[config.mk]
export PLATFORM = sky130hd
export DESIGN_NAME = axis_packet_fifo_flat
export DESIGN_NICKNAME = d
export VERILOG_FILES = /design/src/rtl/axis_packet_fifo_if.sv /design/src/rtl/axis_packet_fifo.sv /design/src/flat_wrapper.sv
export SDC_FILE = /design/constraint.sdc
export NUM_CORES = 2
export LEC_CHECK = 0
export CELL_PAD_IN_SITES_DETAIL_PLACEMENT = 1
export CELL_PAD_IN_SITES_GLOBAL_PLACEMENT = 1
export CORE_ASPECT_RATIO = 1.75
export CORE_MARGIN = 10
export CORE_UTILIZATION = 40
export CTS_CLUSTER_SIZE = 10
export DETAILED_ROUTE_END_ITERATION = 8
export GPL_TIMING_DRIVEN = 1
export HOLD_SLACK_MARGIN = 0.12
export PLACE_DENSITY_LB_ADDON = 0.1
export SETUP_SLACK_MARGIN = 0.3
export SYNTH_ARGS = -nofsm -noshare
export SYNTH_HDL_FRONTEND = slang
export SYNTH_SLANG_ARGS = --single-unit
export TNS_END_PERCENT = 1
[constraint.sdc]
create_clock -name clk -period 6.2 [get_ports clk]
set_clock_uncertainty 0.1 [all_clocks]
set_input_delay 1.86 -clock clk [delete_from_list [all_inputs] [get_ports clk]]
set_output_delay 1.86 -clock clk [all_outputs]
set_load 0.005 [all_outputs]
[src/rtl/axis_packet_fifo_if.sv]
// AXI-Stream beat bundle used on both sides of axis_packet_fifo.
// The master drives valid/last/data and the slave drives ready.
interface axis_packet_fifo_if #(
    parameter int AXIS_BYTES = 1
) ();
    logic                    tvalid;
    logic                    tready;
    logic                    tlast;
    logic [AXIS_BYTES*8-1:0] tdata;

    modport master (output tvalid, output tlast, output tdata, input tready);
    modport slave  (input tvalid, input tlast, input tdata, output tready);
endinterface

[src/rtl/axis_packet_fifo.sv]
// Store-and-forward AXI-Stream FIFO: a packet becomes visible downstream only after its tlast beat is stored.
// Define AXIS_PACKET_FIFO_DROP_EN to drop overflowing packets whole instead of back-pressuring the source.
module axis_packet_fifo #(
    parameter int AXIS_BYTES = 1,
    parameter int DEPTH      = 256
) (
    input  logic                      clk,
    input  logic                      areset,
    axis_packet_fifo_if.slave         axis_i,
    axis_packet_fifo_if.master        axis_o,
    output logic [$clog2(DEPTH):0]    occupancy,
    output logic                      dropped
);
    localparam int ADDR_W = $clog2(DEPTH);
    localparam int DATA_W = AXIS_BYTES * 8;
    localparam logic [ADDR_W:0] FULL_LEVEL = (ADDR_W + 1)'(DEPTH);
    localparam logic [ADDR_W:0] PTR_ONE    = (ADDR_W + 1)'(1);

    logic [DATA_W:0] mem [DEPTH];
    logic [ADDR_W:0] wr_ptr;
    logic [ADDR_W:0] commit_ptr;
    logic [ADDR_W:0] rd_ptr;
    logic            ready_en;
    logic            full;
    logic            in_accept;
    logic            do_write;
    logic            rewind;
    logic            do_load;

    assign occupancy = wr_ptr - rd_ptr;
    assign full      = (occupancy == FULL_LEVEL);
    assign in_accept = axis_i.tvalid && axis_i.tready;

    // Input side stays closed until the first clock edge after reset release.
    always_ff @(posedge clk or posedge areset) begin
        if (areset) begin
            ready_en <= 1'b0;
        end else begin
            ready_en <= 1'b1;
        end
    end

`ifdef AXIS_PACKET_FIFO_DROP_EN
    typedef enum logic {ST_PASS, ST_DROP} drop_state_t;

    drop_state_t state;
    drop_state_t state_next;
    logic        drop_pulse_next;

    always_ff @(posedge clk or posedge areset) begin
        if (areset) begin
            state   <= ST_PASS;
            dropped <= 1'b0;
        end else begin
            state   <= state_next;
            dropped <= drop_pulse_next;
        end
    end

    // A beat hitting a full buffer condemns the rest of its packet through tlast.
    always_comb begin
        state_next = state;
        case (state)
            ST_PASS: if (in_accept && full && !axis_i.tlast) state_next = ST_DROP;
            ST_DROP: if (in_accept && axis_i.tlast)          state_next = ST_PASS;
            default: state_next = ST_PASS;
        endcase
    end

    always_comb begin
        do_write        = in_accept && (state == ST_PASS) && !full;
        rewind          = in_accept && (state == ST_PASS) && full;
        drop_pulse_next = in_accept && axis_i.tlast && ((state == ST_DROP) || full);
    end

    assign axis_i.tready = ready_en;
`else
    assign do_write      = in_accept;
    assign rewind        = 1'b0;
    assign dropped       = 1'b0;
    assign axis_i.tready = ready_en && !full;
`endif

    // Rewinding to commit_ptr discards only the packet in progress; committed data is untouched.
    always_ff @(posedge clk or posedge areset) begin
        if (areset) begin
            wr_ptr     <= '0;
            commit_ptr <= '0;
        end else begin
            if (rewind) begin
                wr_ptr <= commit_ptr;
            end else if (do_write) begin
                wr_ptr <= wr_ptr + PTR_ONE;
            end
            if (do_write && axis_i.tlast) begin
                commit_ptr <= wr_ptr + PTR_ONE;
            end
        end
    end

    always_ff @(posedge clk) begin
        if (do_write) begin
            mem[wr_ptr[ADDR_W-1:0]] <= {axis_i.tlast, axis_i.tdata};
        end
    end

    assign do_load = (rd_ptr != commit_ptr) && (!axis_o.tvalid || axis_o.tready);

    // Single output register; a stalled beat holds its data until the handshake.
    always_ff @(posedge clk or posedge areset) begin
        if (areset) begin
            rd_ptr       <= '0;
            axis_o.tvalid <= 1'b0;
            axis_o.tlast  <= 1'b0;
            axis_o.tdata  <= '0;
        end else if (do_load) begin
            {axis_o.tlast, axis_o.tdata} <= mem[rd_ptr[ADDR_W-1:0]];
            axis_o.tvalid <= 1'b1;
            rd_ptr        <= rd_ptr + PTR_ONE;
        end else if (axis_o.tready) begin
            axis_o.tvalid <= 1'b0;
        end
    end
endmodule

[src/flat_wrapper.sv]
// flat-port wrapper written by rule: the top's interface ports become plain ports
module axis_packet_fifo_flat 
#(
    parameter int AXIS_BYTES = 1,
    parameter int DEPTH      = 256
)
  (clk, areset, occupancy, dropped, axis_i_tvalid, axis_i_tlast, axis_i_tdata, axis_i_tready, axis_o_tvalid, axis_o_tlast, axis_o_tdata, axis_o_tready);
  axis_packet_fifo_if #(.AXIS_BYTES(AXIS_BYTES)) axis_i_i ();
  axis_packet_fifo_if #(.AXIS_BYTES(AXIS_BYTES)) axis_o_i ();
  input  logic clk;
  input  logic areset;
  output logic [$clog2(DEPTH):0] occupancy;
  output logic dropped;
  input wire logic [$bits(axis_i_i.tvalid)-1:0] axis_i_tvalid;
  input wire logic [$bits(axis_i_i.tlast)-1:0] axis_i_tlast;
  input wire logic [$bits(axis_i_i.tdata)-1:0] axis_i_tdata;
  output wire logic [$bits(axis_i_i.tready)-1:0] axis_i_tready;
  output wire logic [$bits(axis_o_i.tvalid)-1:0] axis_o_tvalid;
  output wire logic [$bits(axis_o_i.tlast)-1:0] axis_o_tlast;
  output wire logic [$bits(axis_o_i.tdata)-1:0] axis_o_tdata;
  input wire logic [$bits(axis_o_i.tready)-1:0] axis_o_tready;
  assign axis_i_i.tvalid = axis_i_tvalid;
  assign axis_i_i.tlast = axis_i_tlast;
  assign axis_i_i.tdata = axis_i_tdata;
  assign axis_i_tready = axis_i_i.tready;
  assign axis_o_tvalid = axis_o_i.tvalid;
  assign axis_o_tlast = axis_o_i.tlast;
  assign axis_o_tdata = axis_o_i.tdata;
  assign axis_o_i.tready = axis_o_tready;
  axis_packet_fifo #(.AXIS_BYTES(AXIS_BYTES), .DEPTH(DEPTH)) u_core (.clk(clk), .areset(areset), .axis_i(axis_i_i), .axis_o(axis_o_i), .occupancy(occupancy), .dropped(dropped));
endmodule
---- Word-level counts from Yosys, hierarchy flattened ----
Memory sizes are Yosys's and may differ from the RTL's. A register that Yosys moved wholly into a read port is not among the register bits.
Cells that the tools add are included.
word-level totals
  flip-flop bits (word level) ............. 29
  bits in writable memories ............... 2304
  word-level logic and storage cells ...... 23
  memories ................................ 1
cells by class
  add/sub/neg operators ................... 3
  equality and inequality tests ........... 2
  multiplexer cells ....................... 4
  reduce and logical (&&, ||, !) cells .... 8
memory list
  name        depth  width  read ports  clocked after Yosys merged registers in  wr ports  line                    RTL
  u_core.mem  256    9      1           1                                        1         axis_packet_fifo.sv:19  logic [DATA_W:0] mem [DEPTH];
operators by type and width
  cell                                         count
  adder 9 x 1 -> 9 bit, second input constant  2
  == test 9 bit, second input constant         1
  != test 9 bit                                1
  subtractor 9 bit                             1
  logical AND 1 bit                            4
  2-to-1 mux 1 bit                             4
  zero test 1 bit                              2
  nonzero test 2 bit                           1
  logical OR 1 bit                             1

---- Longest topological paths before layout ----
  depth in word-level cells ............... 7
  mapped depth ............................ 15
  gate-level depth less buffers ........... 12

---- Least setup slack after synthesis ----
No wires, ideal clock.
  kind .................................... register -> output
  start point ............................. register u_core.rd_ptr[3]
  end point ............................... output axis_i_tready
  arrival ................................. 3153 ps
  path slack .............................. 1087 ps
  stages on the path, launching flop included .. 13
  path buffers ............................ 4
  cell sequence ........................... dfrtp_1 buf_2 clkinv_1 buf_1 clkbuf_1 ha_1 o21ai_1 a21boi_1 o32a_1 a2111o_1 o41ai_2 inv_2 buf_4
on the way
  longest elaborated chain between the ends .. 4
RTL lines
  item                      line                     RTL
  start: declaration        axis_packet_fifo.sv:22   logic [ADDR_W:0] rd_ptr;
  start signal: assignment  axis_packet_fifo.sv:119  rd_ptr <= rd_ptr + PTR_ONE;
  subtractor 9 bit          axis_packet_fifo.sv:30   assign occupancy = wr_ptr - rd_ptr;
  == test 9 bit             axis_packet_fifo.sv:31   assign full = (occupancy == FULL_LEVEL);
  zero test 1 bit           axis_packet_fifo.sv:81   assign axis_i.tready = ready_en && !full;
  logical AND 1 bit         axis_packet_fifo.sv:81
  end: declaration          flat_wrapper.sv:17       output wire logic [$bits(axis_i_i.tready)-1:0] axis_i_tready;
No other way between the ends.

---- Worst setup path in the final report ----
  start point ............................. register u_core.rd_ptr[0]
  end point ............................... output axis_i_tready
The elaborated chain is that of the path after synthesis.

==> impl_metrics.tcl <==
set metrics [dict create \
    crit_start "u_core.rd_ptr[0]$_DFFE_PP0P_" \
    cts-htree-levels 5 \
    ys_types 81 \
    final_area_mm2 0.105 \
    cp-end-kind "primary output" \
    core_area_mm2 0.230 \
    placed_area_mm2 0.0977 \
    numCtsBuffers 276 \
    clk_path_buf_depth 4 \
    required_ns 4.24 \
    finalCritPeriodShare_pct 90.6 \
    nets 4912 \
    seq_area_frac_synth_pct 76.1 \
    die_area_mm2 0.251 \
    overflow 0 \
    p_leak_nw 33.5 \
    rsz0062_at_grt "false" \
    max_freq_mhz 178 \
    globalplace.congestion 0.867 \
    syn_area_mm2 0.0921 \
    grtUsageTotal_pct 24.0 \
    synth_edf_count 2304 \
    drtIter0Drc 4670 \
    synth-async-reset-ratio_pct 1.62 \
    clock-root-buffer "clkbuf_16" \
    syn_to_final_growth_pct 14.2 \
    start_util_pct 40.1 \
    ctsHoldBuffers 0 \
    grt_max_degree 137 \
    netlist_instances 4460 \
    ys_ff_latch 2342 \
    drive_gt1_share_pct 24.8 \
    ant_nets 0 \
    yosysWarnings 0 \
    period_needed_ns 5.62 \
    cts_tree "built" \
    viasPerCell 5.98 \
    arrival_ns 3.66 \
    final_hold_viol_count 0 \
    synth_ff_type "edfxtp_1" \
    final_common_cell "edfxtp_1" \
    ir_worst_vdd_uv 305 \
    die_h_um 655 \
    drv_cap 0 \
    setup.worst_path.start_class "flop" \
    die_w_um 383 \
    timing.critical_path.fanout_max 4 \
    wl_per_cell_um 38.1 \
    syn_nets 4487 \
    clk_pin_slew_ns 0.06 \
    crit_type "reg -> out" \
    antenna_found_initial 11 \
    io_buffers 32 \
    wirelength_um 305000 \
    p_per_area_mw_per_mm2 442 \
    placementRows 233 \
    vias 47841 \
    dr.pass1.iters 5 \
    layout_common_cells "edfxtp_1, mux4_2, buf_4" \
    grt_pass1_vias 51043 \
    fin_util_pct 45.8 \
    setup_viol 0 \
    ioPinCount 34 \
    worst_skew_pair.late_latency_ns 0.86 \
    status "completed" \
    drc_errors 0 \
    r2r_start "u_core.rd_ptr[2]$_DFFE_PP0P_" \
    hold_ws_ns 0.433 \
    cts_sinks 2342 \
    worst_pin_slew_ns 1.33 \
    setup_tns_ns 0 \
    grt_pass1_wl_um 422000 \
    avgSynthCellArea_um2 20.7 \
    slew_violations 0 \
    hold_class "reg -> reg" \
    relSlewSlack_pct 10.9 \
    post-dp-hpwl_um 196000 \
    hp-start "u_core.commit_ptr[4]$_DFFE_PP0P_" \
]
==> cell type report <==
class | instances | area (um^2)
fill | 21127 | 125000
antenna | 3 | 7.51
clock buffer | 319 | 7320
clock inverter | 12 | 114
multi-input combinational | 1820 | 20200
inverter | 21 | 82.6
sequential | 2342 | 70200
timing repair buffer | 424 | 3500
tap | 3055 | 3820
==> critical path, cell delays in order (launching register included) <==
cell and delay [ns]:
dfrtp_4 0.48, ha_1 0.23, fa_1 0.42, nor2b_1 0.13, o21ai_1 0.10, a21boi_2 0.23, o31ai_1 0.12, a2111o_1 0.42
o41ai_4 0.27, inv_2 0.13, dlygate4sd2_1 0.29
==> report_power, final <==
group,internal [mW],switching (mW)
clock,8.24,6.08
combinational,5.08,9.30
sequential,17.6,0.218
total,30.9,15.6
==> flip-flops by register name, indices dropped and copies added (netlist names) <==
signal / flops
u_core.commit_ptr: 9
u_core.mem: 2304
u_core.wr_ptr: 9
u_core.axis_o.tlast: 1
u_core.axis_o.tvalid: 1
u_core.rd_ptr: 9
u_core.ready_en: 1
u_core.axis_o.tdata: 8
==> repair_timing <==
action / in CTS / in global routing
buffers inserted: 3 / 0
pin swaps: 1 / 2
setup endpoints to repair: 1 / 1
gates resized for setup: 2 / 0
==> path summary, 6_finish.rpt <==
path,to,slack (ns),depth (start not counted)
setup / recovery,axis_i_tready,0.58,10
hold / removal,u_core.commit_ptr[4]$_DFFE_PP0P_,0.43,1
setup reg to reg,u_core.axis_o.tdata[1]$_DFFE_PP0P_,0.90,11
hold reg to reg,u_core.commit_ptr[4]$_DFFE_PP0P_,0.43,1
max in group asynchronous,u_core.rd_ptr[0]$_DFFE_PP0P_,3.54,2
min in group asynchronous,u_core.axis_o.tdata[6]$_DFFE_PP0P_,1.76,2
==> synth_stat cells (all sizes together) (4+ instances only) <==
cell	instances	share of area, %
a221oi	35	0.35
nor2b	26	0.18
nor3	207	1.1
clkbuf	95	0.39
mux4	480	12
o211ai	6	0.054
o22ai	37	0.25
and3	9	0.061
mux2	20	0.24
nor4	6	0.041
o221ai	20	0.19
o21ai	55	0.30
mux2i	251	2.7
edfxtp	2304	75
a211oi	34	0.28
nand2	106	0.43
nand3	57	0.33
a22oi	108	0.88
a311oi	6	0.057
nor2	100	0.41
buf	182	1.7
xnor2	22	0.21
a21oi	86	0.47
inv	19	0.077
a22o	10	0.095
nand2b	6	0.041
and2	11	0.075
nand4	14	0.11
ha	13	0.18
a31oi	17	0.12
xor2	14	0.13
o32a	4	0.043
a2111oi	9	0.092
or3	6	0.041
dfrtp	38	1.0
==> metrics by stage <==
step | power (mW) | worst slack (ns) | instances
final | 46.5 | 0.582 | 7996
after global routing | 47.8 | 0.411 | 7994
after CTS | 46.9 | 0.429 | 7990
after detailed placement | 32.6 | 0.770 | 7656
after global placement | 32.6 | 0.811 | 7655
after floorplan | 26.4 | 1.09 | 4460
==> layer usage <==
| metal | wire length, um | global-route usage [%] |
|---|---|---|
| met2 | 160000 | 42.8 |
| met1 | 115000 | 28.7 |
| met3 | 14600 | 3.14 |
| met4 | 15800 | 11.1 |
| met5 | 46 | 0 |
==> logic make-up after synthesis <==
kind of cell / Yosys count / share of synthesized area, %
other: 2 / 0.00815
buffers and inverters: 298 / 2.13
flip-flops: 2342 / 76.1
adder cells (fa/ha/maj): 14 / 0.198
multiplexers: 751 / 14.8
XOR/XNOR: 36 / 0.342
AND/OR/NAND/NOR: 555 / 2.90
AO/OA/AOI/OAI: 462 / 3.52
No activity file was read; power rests on OpenSTA's default activity.
